## src/rtl/tx_uart.sv

```systemverilog
// UART transmitter: serialises one byte per accepted request into a
// start / NB_DATA data (LSB first) / stop frame, timed by the baud tick.
module tx_uart #(
    parameter int NB_DATA         = 8,
    parameter int N_TICKS_PER_BIT = 16,
    parameter int N_STOP_TICKS    = 16,
    parameter int NB_COUNT        = 6,
    parameter int NB_DATA_COUNT   = 3
) (
    input  logic               i_clock,
    input  logic               i_reset,
    input  logic               i_tick,
    input  logic               i_tx_start,
    input  logic [NB_DATA-1:0] i_data,
    output logic               o_tx,
    output logic               o_tx_done_tick,
    output logic               o_busy
);

    typedef enum logic [1:0] {
        IDLE  = 2'd0,
        START = 2'd1,
        DATA  = 2'd2,
        STOP  = 2'd3
    } state_t;

    localparam logic [NB_COUNT-1:0]      LP_BIT_LAST  = NB_COUNT'(N_TICKS_PER_BIT - 1);
    localparam logic [NB_COUNT-1:0]      LP_STOP_LAST = NB_COUNT'(N_STOP_TICKS - 1);
    localparam logic [NB_DATA_COUNT-1:0] LP_DATA_LAST = NB_DATA_COUNT'(NB_DATA - 1);

    state_t                   r_state;
    state_t                   w_state_next;
    logic [NB_COUNT-1:0]      r_tick_cnt;
    logic [NB_COUNT-1:0]      w_tick_cnt_next;
    logic [NB_DATA_COUNT-1:0] r_bit_cnt;
    logic [NB_DATA_COUNT-1:0] w_bit_cnt_next;
    logic [NB_DATA-1:0]       r_shreg;
    logic [NB_DATA-1:0]       w_shreg_next;
    logic                     r_tx;
    logic                     w_tx_next;
    logic                     r_done;
    logic                     w_done_next;
    logic                     w_busy;

    // State register; the line and done pulse are registered alongside it.
    always_ff @(posedge i_clock) begin
        if (i_reset) begin
            r_state    <= IDLE;
            r_tick_cnt <= '0;
            r_bit_cnt  <= '0;
            r_shreg    <= '0;
            r_tx       <= 1'b1;
            r_done     <= 1'b0;
        end else begin
            r_state    <= w_state_next;
            r_tick_cnt <= w_tick_cnt_next;
            r_bit_cnt  <= w_bit_cnt_next;
            r_shreg    <= w_shreg_next;
            r_tx       <= w_tx_next;
            r_done     <= w_done_next;
        end
    end

    always_comb begin
        w_state_next    = r_state;
        w_tick_cnt_next = r_tick_cnt;
        w_bit_cnt_next  = r_bit_cnt;
        w_shreg_next    = r_shreg;
        case (r_state)
            IDLE: begin
                // A tick coinciding with acceptance is deliberately dropped.
                if (i_tx_start) begin
                    w_shreg_next    = i_data;
                    w_tick_cnt_next = '0;
                    w_state_next    = START;
                end
            end
            START: begin
                if (i_tick) begin
                    if (r_tick_cnt == LP_BIT_LAST) begin
                        w_tick_cnt_next = '0;
                        w_bit_cnt_next  = '0;
                        w_state_next    = DATA;
                    end else begin
                        w_tick_cnt_next = r_tick_cnt + NB_COUNT'(1);
                    end
                end
            end
            DATA: begin
                if (i_tick) begin
                    if (r_tick_cnt == LP_BIT_LAST) begin
                        w_tick_cnt_next = '0;
                        w_shreg_next    = r_shreg >> 1;
                        if (r_bit_cnt == LP_DATA_LAST) begin
                            w_state_next = STOP;
                        end else begin
                            w_bit_cnt_next = r_bit_cnt + NB_DATA_COUNT'(1);
                        end
                    end else begin
                        w_tick_cnt_next = r_tick_cnt + NB_COUNT'(1);
                    end
                end
            end
            STOP: begin
                if (i_tick) begin
                    if (r_tick_cnt == LP_STOP_LAST) begin
                        w_tick_cnt_next = '0;
                        w_state_next    = IDLE;
                    end else begin
                        w_tick_cnt_next = r_tick_cnt + NB_COUNT'(1);
                    end
                end
            end
            default: begin
                w_state_next = IDLE;
            end
        endcase
    end

    // Line level is derived from the next state so the pin moves with the state.
    always_comb begin
        w_tx_next   = 1'b1;
        w_done_next = 1'b0;
        w_busy      = (r_state != IDLE);
        case (w_state_next)
            START:   w_tx_next = 1'b0;
            DATA:    w_tx_next = w_shreg_next[0];
            default: w_tx_next = 1'b1;
        endcase
        if ((r_state == STOP) && i_tick && (r_tick_cnt == LP_STOP_LAST)) begin
            w_done_next = 1'b1;
        end
    end

    assign o_tx           = r_tx;
    assign o_tx_done_tick = r_done;
    assign o_busy         = w_busy;

endmodule

```

## config.mk

```make
export PLATFORM = sky130hd
export DESIGN_NAME = tx_uart
export DESIGN_NICKNAME = d
export VERILOG_FILES = /design/src/rtl/tx_uart.sv
export SDC_FILE = /design/constraint.sdc
export NUM_CORES = 1
export LEC_CHECK = 0
export CORE_UTILIZATION = 52
export DETAILED_ROUTE_END_ITERATION = 7
export GPL_TIMING_DRIVEN = 0
export HOLD_SLACK_MARGIN = 0.08
export PLACE_DENSITY = 0.77
export SYNTH_ARGS = -nofsm -noshare
export SYNTH_HDL_FRONTEND = slang
export SYNTH_SLANG_ARGS = --single-unit
```

## constraint.sdc

```tcl
create_clock -name i_clock -period 2.1 [get_ports i_clock]
set_clock_uncertainty 0.1 [all_clocks]
set_input_delay 0.42 -clock i_clock [delete_from_list [all_inputs] [get_ports i_clock]]
set_output_delay 0.42 -clock i_clock [all_outputs]
set_load 0.1 [all_outputs]
```

After elaboration in Yosys (flattened, before gate mapping)
Index checks and enable logic that the tools add are counted.

Memory bits (read-only): 0. Flip-flop bits (word level): 21. Memories: 0. Bits of input ports: 12. Latch bits: 0. Output and inout bits: 3. RAM bits: 0. Word-level logic and storage cells: 58.

Reductions and logical operators: 10. Shifts and indexed selects: 0. Equal/unequal tests: 14. Multiply operators: 0. Order comparisons: 0. Add/subtract/negate cells: 2. Multiplexer cells: 25. Divide/modulo/power cells: 0. Bitwise gates (word level): 0.

Operators by type and width (count): $mux 8 (3); $mux 6 (3); $mux 2 (8); $pmux 8 s2 (1); $mux 3 (5); $ne 2x2->1 const B (6); $pmux 6 s2 (1); $pmux 2 s4 (1); $add 6x1->6 const B (1); $eq 2x2->1 const B (3); $eq 6x4->1 const B (1); $pmux 3 s2 (1); $reduce_and 6->1 (1); $reduce_bool 2->1 (3); $eq 2x1->1 const B (2); $reduce_and 4->1 (1); $add 3x1->3 const B (1); $eq 3x3->1 const B (1); $reduce_or 3->1 (1); $logic_and 1x1->1 (2); $logic_not 2->1 (1); $ne 2x1->1 const B (1); $pmux 1 s2 (1); $reduce_and 2->1 (1); $mux 1 (1).

Logic depth before layout (Yosys ltp)
Gate-level depths: netlist of run 1.

Word-level depth: 7. Gate-level depth with buffers: 6. Mapped depth without buffers: 6.

Worst setup path before layout of run 1
Ideal clock, no wire load.

Path kind: register to output. From: register r_state[1]. To: output o_busy. Arrival: 1.199 ns. Stages on the path, launching flop included: 3. Buffers on the path: 0. Required time: 1.580 ns. Setup slack: 0.381 ns. Cell sequence: dfxtp_1 > inv_1 > nand2_1.

Longest elaborated chain between the ends: 1.

Ends and longest elaborated chain: from (decl) (line 31) `state_t r_state;`; from (signal assigned) (line 55) `r_state <= w_state_next;`; $reduce_bool 2->1 (line 124) `w_busy = (r_state != IDLE);`; to (decl) (line 17) `output logic o_busy`.

No other way between the ends.

Worst setup path in the final report of run 1
Same ends and word-level chain as after synthesis.

==> summary.md, run 1 <==
| Metric | Value |
|---|---|
| Clock Path Buffers | 2 |
| Mux contribution to synthesized area | roughly 1.1% |
| Post-synthesis sequential area ratio | 40.2% |
| Via count | between 900 and 1000 |
| Largest net degree at the start of global routing | 12 |
| Row count | 15 |
| Post-Syn Area | between 0.001 and 0.0015 mm^2 |
| Final net count | between 150 and 200 |
| P&R area growth vs syn | 18.2% |
| Slew @ Worst Pin | 0.953 ns |
| Static Leak | 0.465 nW |
| Final Hold Vio Count | 0 |
| Fin crit share | 96.3% |
| Asr flop ratio synth | 0% |
| CTS buffer count | 3 |
| Post-Synthesis Cells | 118 |
| Clk pin slew, worst setup/hold paths | 0.12 ns |
| Yosys cell types | 41 |
| Startpoint types | flip-flop |
| Adder-cell share of the synthesized area | 3.59% |
| Hold path depth | 2 |
| Fmax | 0.495 GHz |
| Drt initial violations | 28 |
| PD cells | roughly 590 mW/mm^2 |
| Synth Area in Simple Gates | approximately 23% |
| Final WL | between 2000 and 2500 um |
| Post-route minimum period | between 2 and 2.5 ns |
| Final setup viols | 0 |
| Total GRT Usage | between 20% and 30% |
| TritonRoute pass-1 iters | 4 |
| Worst flop-to-flop path startpoint | r_tick_cnt[0]$_SDFFE_PP0P_ |
| Peak supply drop | roughly 0.00042 V |
| Layout filler cell count | about 170 |
| Status | completed |
| Largest family of logic cells by synthesized area | compound AO/OA/AOI/OAI gates |
| H-Tree Depth | 1 |
| Yosys warning count | 0 |
| Final Max Slew Viols | 0 |
| Number of global-route vias before repair | about 740 |
| Commonest cells after routing, fill and taps aside | 21 x dfxtp_1, 12 x nand2_1, 12 x a21oi_1 |
| Placed Instance Area | ~0.0012 mm^2 |
| Initial core utilization | 58.1% |
| CP Max Fanout | 8 |
| XOR/XNOR Fraction of Synth Area | 2.51% |
| EDFF count, synth | 0 |
| Min Hold Slack | about 0.37 ns |
| Post-CTS Repair Setup Buffers | 0 |
| Drt drc | 0 |
| CP endpoint | o_busy |
| GPL Wtd Cong | around 0.8 |
| CTS tree | yes |
| Max cap viols | 0 |
| Flip-flop and latch area | between 400 and 500 um^2 |
| Sink Count | 21 |
| Die height | 46.9 um |
| Drt wl/cell | approximately 13 um |
| Port bufs | 14 |
| Crit path arrival time | ~1.5 ns |
| Vias/cell | about 5.7 |
| CTS root buf | clkbuf_4 |
| Post-synth top flop | dfxtp_1 |
| RSZ-0062 raised after global routing | no |
| Synth Area in Compound Gates | between 20 and 30% |
| Hold Path Class | flip-flop to flip-flop |
| Critical R2R Capture | o_tx$_SDFF_PP1_ |
| Yosys reg bits | 21 |
| Mean Syn Cell Area | slightly below 9 um^2 |
| Reg2Reg Depth | 6 |
| Die area | between 0.002 and 0.0025 mm^2 |
| Routed Antenna Nets | 0 |
| Critical path type | flip-flop to primary output |
| CP Capture Type | primary output |
| Post-DP HPWL | about 1600 um |
| Reg-to-reg slack, setup | 0.38 ns |
| Core area | between 0.0015 and 0.002 mm^2 |
| Die width | roughly 47 um |
| First-pass GRT wire length | ~3300 um |
| Most common cell after layout, fill and taps aside | dfxtp_1 |
| Fin area | 0.00124 mm^2 |
| IO Pins | 15 |
| Critical Path RT | 1.58 ns |
| Mapped Nets | 133 |
| Slew headroom | 36.7% |
| Multi-input logic area | 578 um^2 |
| Worst-skew pair later-pin latency | 0.31 ns |
| Antenna Cells | 0 |
| Layout cells sized above 1 | 11.0% |
| Overflow after GRT | 0 |
| CP startpoint | r_state[1]$_SDFF_PP0_ |
| Initial antenna violation count | 0 |
-- how the worst min path moves through the flow --
stage / start / to / slack, ns
finish: r_shreg[4]$_SDFFE_PP0P_ / r_shreg[4]$_SDFFE_PP0P_ / 0.37
floorplan: r_shreg[2]$_SDFFE_PP0P_ / r_shreg[2]$_SDFFE_PP0P_ / 0.34
global route: r_shreg[1]$_SDFFE_PP0P_ / r_shreg[1]$_SDFFE_PP0P_ / 0.39
CTS: r_shreg[4]$_SDFFE_PP0P_ / r_shreg[4]$_SDFFE_PP0P_ / 0.37
global placement: r_shreg[2]$_SDFFE_PP0P_ / r_shreg[2]$_SDFFE_PP0P_ / 0.34
detailed placement: r_shreg[1]$_SDFFE_PP0P_ / r_shreg[1]$_SDFFE_PP0P_ / 0.35
-- layer usage --
layer  up-vias  track usage, %  wire [um]
li1        478               -          -
met1       407            31.6       1060
met2        22            30.8        941
met3         5            3.46         92
met4         0            10.3         40
met5         -               0          0
-- layout make-up --
cell class	count	share of cell area, %
inverter	4	1.21
timing repair buffer	14	10.7
buffer	6	2.63
multi-input combinational	87	46.8
sequential	21	34.0
clock buffer	4	2.13
tap	25	2.53
-- worst max-delay path, stage by stage, from the launching register on --
cell	delay [ns]
dfxtp_1	0.49
inv_1	0.19
nand2_1	0.09
buf_2	0.42
-- per-stage QoR --
stage / util [%] / setup TNS (ns) / std cells / setup slack (ns) / total power, mW
CTS: 68.6 / 0 / 161 / 0.0809 / 0.735
detailed placement: 67.6 / -0.332 / 157 / -0.255 / 0.542
finish: 68.6 / 0 / 161 / 0.0786 / 0.727
floorplan: - / 0 / 118 / 0.381 / 0.500
global route: 68.6 / 0 / 161 / 0.0112 / 0.755
global placement: 67.6 / -0.234 / 157 / -0.234 / 0.540
-- registers in the layout, indices dropped and copies added (netlist names) --
| name | count |
|---|---|
| r_bit_cnt | 3 |
| o_tx_done_tick | 1 |
| o_tx | 1 |
| r_tick_cnt | 6 |
| r_shreg | 8 |
| r_state | 2 |
-- power by group --
| group | total, mW | internal (mW) | leakage, nW | switching, mW |
|---|---|---|---|---|
| clock network | 0.196 | 0.0742 | 0.0150 | 0.121 |
| registers | 0.420 | 0.412 | 0.171 | 0.00800 |
| logic | 0.111 | 0.0444 | 0.279 | 0.0669 |
-- cell usage after synthesis (2+ instances only) --
| master | count | area (um^2) |
|---|---|---|
| xor2_1 | 2 | 17.5 |
| nand3b_1 | 2 | 15.0 |
| nor3b_1 | 2 | 15.0 |
| and3_1 | 3 | 18.8 |
| nand4_1 | 2 | 12.5 |
| ha_1 | 3 | 37.5 |
| o21ai_0 | 2 | 10.0 |
| dfxtp_1 | 21 | 420 |
| a22oi_1 | 7 | 52.6 |
| a22o_1 | 2 | 17.5 |
| inv_1 | 4 | 15.0 |
| nand2_1 | 12 | 45.0 |
| clkbuf_1 | 3 | 11.3 |
| nor3_1 | 3 | 15.0 |
| a31oi_1 | 2 | 12.5 |
| nor2_1 | 10 | 37.5 |
| nand3_1 | 2 | 10.0 |
| buf_2 | 2 | 10.0 |
| a21oi_1 | 12 | 60.1 |
-- cells by family after synthesis --
family                     Yosys count
AOI/OAI and AO/OA                   37
xor gates and xnor gates             3
adders and majority gates            3
buffers and inverters               10
DFF                                 21
muxes                                1
and+or+nand+nor                     43
-- repair_timing --
item | 4_1_cts | 5_1_grt
endpoints found under the hold margin | 0 | 0
resized for setup | 7 | 0
hold buffers | 0 | 0
endpoints found under the setup margin | 3 | 0
(Power assumes the default switching activity.)
==> inputs of run 2 (changes only) <==
- CAP_MARGIN: default -> 20
- MAX_ROUTING_LAYER: default -> met4
==> run 2 against run 1 <==
  * Combinational power barely moved
  * Flip-flop and latch count did not move
  * Critical path depth did not move
  * Critical endpoint unchanged
  * Hold slack did not move
==> summary.md, run 2 (synthesis gave the netlist of run 1 again) <==
| Metric | Value |
|---|---|
| Fin Setup TNS | 0 ns (unchanged) |
| Die width | 46.9 um (unchanged) |
| Largest net degree at the start of global routing | 12 (unchanged) |
| TritonRoute pass-1 iters | 4 (unchanged) |
| Share of power burned in registers | 57.8% (about the same) |
| Clock Path Buffers | 2 (unchanged) |
| Routed Antenna Nets | 0 (unchanged) |
| Fmax | 0.495 GHz (about the same) |
| CP Capture Type | primary output (unchanged) |
| Peak supply drop | 0.000418 V (was 0.000419 V) |
| Final Max Slew Viols | 0 (unchanged) |
| Core area | 0.00180 mm^2 (unchanged) |
| Drt initial violations | 34 (was 28) |
| Number of global-route vias before repair | 729 (was 735) |
| P_int | 530 uW (about the same) |
| Post-CTS Repair Setup Buffers | 0 (unchanged) |
| Post-route minimum period | 2.02 ns (about the same) |
| Status | completed (unchanged) |
| Drt drc | 0 (unchanged) |
| P&R area growth vs syn | 18.2% (unchanged) |
| Switching power | 196 uW (about the same) |
| Most common cell after layout, fill and taps aside | dfxtp_1 (unchanged) |
| Final setup viols | 0 (unchanged) |
| Sink Count | 21 (unchanged) |
| Final Hold Vio Count | 0 (unchanged) |
| Fin crit share | 96.2% (was 96.3%) |
| RSZ-0062 raised after global routing | no (unchanged) |
| Total GRT Usage | 22.6% (was 21.6%) |
| Static Leak | 0.465 nW (unchanged) |
| CP Max Fanout | 8 (unchanged) |
| Hold Path Class | flip-flop to flip-flop (unchanged) |
| Startpoint types | flip-flop (unchanged) |
| Max cap viols | 0 (unchanged) |
| Layout cells sized above 1 | 11.0% (unchanged) |
| Commonest cells after routing, fill and taps aside | 21 x dfxtp_1, 12 x nand2_1, 12 x a21oi_1 (unchanged) |
| Worst-skew pair later-pin latency | 0.31 ns (about the same) |
| Biggest register | r_shreg (unchanged) |
| Clock power frac | 26.9% (about the same) |
| Largest registers | r_shreg x8, r_tick_cnt x6, r_bit_cnt x3 (unchanged) |
| Combinational cell fraction of total power | 15.3% (about the same) |
| CTS root buf | clkbuf_4 (unchanged) |
| Max reg flops | 8 (unchanged) |
| Final net count | 152 (unchanged) |
| Critical Path RT | 1.58 ns (about the same) |
| Vias/cell | 5.65 (was 5.66) |
| CTS tree | yes (unchanged) |
| PD cells | 587 mW/mm^2 (was 588 mW/mm^2) |
| Crit path arrival time | 1.50 ns (about the same) |
| H-Tree Depth | 1 (unchanged) |
| Port bufs | 14 (unchanged) |
| Overflow after GRT | 0 (unchanged) |
| Die height | 46.9 um (unchanged) |
| Final WL | 2130 um (about the same) |
| Slew headroom | 36.7% (unchanged) |
| Initial antenna violation count | 0 (unchanged) |
| Row count | 15 (unchanged) |
| First-pass GRT wire length | 3330 um (was 3310 um) |
| Slew @ Worst Pin | 0.953 ns (unchanged) |
| Drt wl/cell | 13.2 um (about the same) |
| IO Pins | 15 (unchanged) |
| Critical path type | flip-flop to primary output (unchanged) |
| Via count | 910 (was 912) |
| GPL Wtd Cong | 0.794 (was 0.783) |
| Clk pin slew, worst setup/hold paths | 0.12 ns (about the same) |
| Post-DP HPWL | 1550 um (unchanged) |
| CTS buffer count | 3 (unchanged) |
| Sw frac | 26.9% (was 27.0%) |
| Die area | 0.00219 mm^2 (unchanged) |
| Antenna Cells | 0 (unchanged) |
| Min Hold Slack | 0.369 ns (unchanged) |
| Initial core utilization | 58.1% (unchanged) |
==> run 2: cell counts in the layout (fill, tap and decap cells not counted) <==
No cell type changed its count.
==> run 2: path summary, 6_finish.rpt <==
path / depth (start not counted) / to / from / slack [ns]
hold / removal: 2 / r_shreg[4]$_SDFFE_PP0P_ / r_shreg[4]$_SDFFE_PP0P_ / 0.37
setup reg to reg: 6 / o_tx$_SDFF_PP1_ / r_tick_cnt[0]$_SDFFE_PP0P_ / 0.37
hold reg to reg: 2 / r_shreg[4]$_SDFFE_PP0P_ / r_shreg[4]$_SDFFE_PP0P_ / 0.37
setup / recovery: 3 / o_busy / r_state[1]$_SDFF_PP0_ / 0.08
==> run 2: power groups by stage <==
stage                     Sequential, mW  Combinational (mW)  Clock [mW]
final                              0.420               0.111       0.195
after global routing               0.422               0.120       0.216
after CTS                          0.420               0.111       0.204
after detailed placement           0.429               0.113           0
after global placement             0.428               0.112           0
after floorplan                    0.439              0.0611           0
==> run 2: cell type report <==
type / instances / area [um^2]
clock buffer: 4 / 26.3
tap: 25 / 31.3
inverter: 4 / 15.0
sequential: 21 / 420
multi-input combinational: 87 / 578
timing repair buffer: 14 / 133
fill: 167 / 566
buffer: 6 / 32.5
==> run 2: per-layer routing <==
layer / GRT usage, % / wire [um] / up-vias
met3: 4.62 / 94 / 5
li1: - / - / 479
met5: - / 0 / -
met2: 30.8 / 939 / 19
met4: 10.3 / 42 / 0
met1: 31.6 / 1060 / 407
==> run 2: critical path, cell delays in order (launching register included) <==
cell,delay (ns)
dfxtp_1,0.49
inv_1,0.19
nand2_1,0.09
buf_2,0.42
==> run 2: stage by stage <==
stage          cells  instance area [um^2]  util (%)  power [mW]  setup slack, ns
2_1_floorplan    118                  1050         -       0.500            0.381
3_3_place_gp     157                  1220      67.6       0.540           -0.234
3_5_place_dp     157                  1220      67.6       0.542           -0.255
4_1_cts          161                  1240      68.6       0.735           0.0809
5_1_grt          161                  1240      68.6       0.758          0.00595
6_report         161                  1240      68.6       0.726           0.0788
==> run 2: timing repair <==
action / in CTS / in global routing
hold buffers: 0 / 0
setup endpoints to repair: 3 / 0
gates resized for setup: 7 / 0
==> inputs of run 3 (changes only) <==
- CAP_MARGIN: 20 -> default
- CORE_UTILIZATION: 52 -> 60
- DONT_BUFFER_PORTS: default -> 1
- PLACE_DENSITY: 0.77 -> 0.76
==> run 3 against run 2 <==
  * The run now ends with design-rule violations left
  * Largest cell class unchanged
  * Largest power group unchanged
  * Count of clock-buffer cells in the layout is the same
  * Critical path depth shrank 1
  * Via count shrank 1.5%
  * Critical endpoint unchanged
==> summary.md, run 3 (synthesis gave the netlist of run 1 again) <==
| Metric | Value |
|---|---|
| Status | complete, but fails checks (was completed) |
| Violated checks | design-rule violations |
| Sink Count | 21 (unchanged) |
| PD cells | 635 mW/mm^2 (was 587 mW/mm^2) |
| Final net count | 138 (was 152) |
| Most common cell after layout, fill and taps aside | dfxtp_1 (unchanged) |
| GPL Wtd Cong | 0.854 (was 0.794) |
| Number of global-route vias before repair | 794 (was 729) |
| Via count | 896 (was 910) |
| Final setup viols | 0 (unchanged) |
| CTS tree | yes (unchanged) |
| Post-route minimum period | 1.94 ns (was 2.02 ns) |
| Overflow after GRT | 0 (unchanged) |
| Clock power frac | 27.3% (was 26.9%) |
| Core area | 0.00156 mm^2 (was 0.00180 mm^2) |
| Crit path cell chain | inv_1 -> nand2_2 (was inv_1 -> nand2_1 -> buf_2) |
| CP Capture Type | primary output (unchanged) |
| Critical path type | flip-flop to primary output (unchanged) |
| Port bufs | 0 (was 14) |
| P_int | 510 uW (was 530 uW) |
| Hold Path Class | primary input to flip-flop (was flip-flop to flip-flop) |
| CTS root buf | clkbuf_4 (unchanged) |
| Clock Path Buffers | 2 (unchanged) |
| Critical-path top delay cell | dfxtp_1 (unchanged) |
| Crit path arrival time | 1.42 ns (was 1.50 ns) |
| Biggest register | r_shreg (unchanged) |
| Sw frac | 26.5% (was 26.9%) |
| Combinational cell fraction of total power | 10.5% (was 15.3%) |
| Drt wl/cell | 14.3 um (was 13.2 um) |
| Clk pin slew, worst setup/hold paths | 0.11 ns (was 0.12 ns) |
| Startpoint types | flip-flop (unchanged) |
| Share of power burned in registers | 62.2% (was 57.8%) |
| Final Max Slew Viols | 0 (unchanged) |
| Antenna Cells | 0 (unchanged) |
| H-Tree Depth | 1 (unchanged) |
| Total GRT Usage | 24.7% (was 22.6%) |
| Die area | 0.00191 mm^2 (was 0.00219 mm^2) |
| Die height | 43.8 um (was 46.9 um) |
| Placed Instances | 134 (was 157) |
| Final Hold Vio Count | 0 (unchanged) |
| Non-filler cells, final | 138 (was 161) |
| Initial antenna violation count | 0 (unchanged) |
| First-pass GRT wire length | 3500 um (was 3330 um) |
| Switching power | 184 uW (was 196 uW) |
| Max cap viols | 0 (unchanged) |
| Largest registers | r_shreg x8, r_tick_cnt x6, r_bit_cnt x3 (unchanged) |
| Routed Antenna Nets | 0 (unchanged) |
| Slowest stage delay, CP | 0.48 ns (was 0.49 ns) |
| Post-DP HPWL | 1430 um (was 1550 um) |
| Commonest cells after routing, fill and taps aside | 21 x dfxtp_1, 12 x a21oi_1, 11 x nand2_1 (was 21 x dfxtp_1, 12 x nand2_1, 12 x a21oi_1) |
| CP Max Fanout | 8 (unchanged) |
| Peak supply drop | 0.000331 V (was 0.000418 V) |
| Critical Path RT | 1.58 ns (about the same) |
| RSZ-0062 raised after global routing | no (unchanged) |
| CTS buffer count | 3 (unchanged) |
| Util after Layout | 70.2% (was 68.6%) |
| Final WL | 1970 um (was 2130 um) |
| Slew headroom | 38.0% (was 36.7%) |
| Row count | 14 (was 15) |
| Layout cells sized above 1 | 12.3% (was 11.0%) |
| TritonRoute pass-1 iters | 6 (was 4) |
| Static Leak | 0.405 nW (was 0.465 nW) |
| Power Total | 695 uW (was 726 uW) |
| Vias/cell | 6.49 (was 5.65) |
| Slew @ Worst Pin | 0.929 ns (was 0.953 ns) |
| Initial core utilization | 67.1% (was 58.1%) |
| IO Pins | 15 (unchanged) |
| Drt drc | 2 (was 0) |
| Max reg flops | 8 (unchanged) |
| Drt initial violations | 30 (was 34) |
| Die width | 43.8 um (was 46.9 um) |
| Worst-skew pair later-pin latency | 0.29 ns (was 0.31 ns) |
| Fin Setup TNS | 0 ns (unchanged) |
| Fin crit share | 92.2% (was 96.2%) |
| P&R area growth vs syn | 4.67% (was 18.2%) |
| Fmax | 0.517 GHz (was 0.495 GHz) |
| Largest net degree at the start of global routing | 12 (unchanged) |
-- run 3: cell count changes in the layout (fill, tap and decap cells not counted), sizes merged --
cell,previous run,this run
buf,4,3
dlygate4sd2,2,0
clkdlybuf4s50,11,0
-- run 3: worst paths after layout --
kind	start	endpoint	slack (ns)	cells after the start
worst max register to register	r_tick_cnt[0]$_SDFFE_PP0P_	o_tx$_SDFF_PP1_	0.36	6
worst max-delay path	r_state[1]$_SDFF_PP0_	o_busy	0.16	2
worst min register to register	r_shreg[1]$_SDFFE_PP0P_	r_shreg[1]$_SDFFE_PP0P_	0.36	2
worst min-delay path	i_data[7]	r_shreg[7]$_SDFFE_PP0P_	0.15	2
-- run 3: repair_timing --
action                     CTS  global route
hold buffers                 0             0
resized for setup            1             0
setup endpoints to repair    1             0
setup buffers                0             0
-- run 3: power by group through the flow --
stage | clock, mW | combinational, mW | sequential, mW
2_1_floorplan | 0 | 0.0611 | 0.439
3_3_place_gp | 0 | 0.0714 | 0.440
3_5_place_dp | 0 | 0.0725 | 0.441
4_1_cts | 0.196 | 0.0733 | 0.432
5_1_grt | 0.213 | 0.0821 | 0.434
6_report | 0.189 | 0.0733 | 0.432
-- run 3: critical path: cells and delay by family (launching register included) --
family / cells / cell delay (ns)
buf+inv: 1 / 0.20
flops: 1 / 0.48
simple gates: 1 / 0.44
-- run 3: per-stage QoR --
stage / worst slack, ns / hold WS (ns) / cell area (um^2)
3_3_place_gp: 0.264 / 0.343 / 1070
3_5_place_dp: 0.259 / 0.351 / 1070
6_report: 0.165 / 0.146 / 1090
2_1_floorplan: 0.381 / 0.336 / 1050
4_1_cts: 0.180 / 0.145 / 1090
5_1_grt: 0.104 / 0.146 / 1090
-- run 3: final cells by class --
class | instances | area [um^2]
multi-input combinational | 87 | 581
tap | 16 | 20.0
fill | 143 | 464
sequential | 21 | 420
buffer | 6 | 32.5
inverter | 4 | 15.0
clock buffer | 4 | 26.3
-- run 3: per-layer routing --
layer	up-vias	track usage (%)	routed length [um]
met5	-	-	0
met4	0	5.63	8
met3	2	2.92	96
met2	28	36.1	875
met1	416	36.4	990
li1	450	-	-
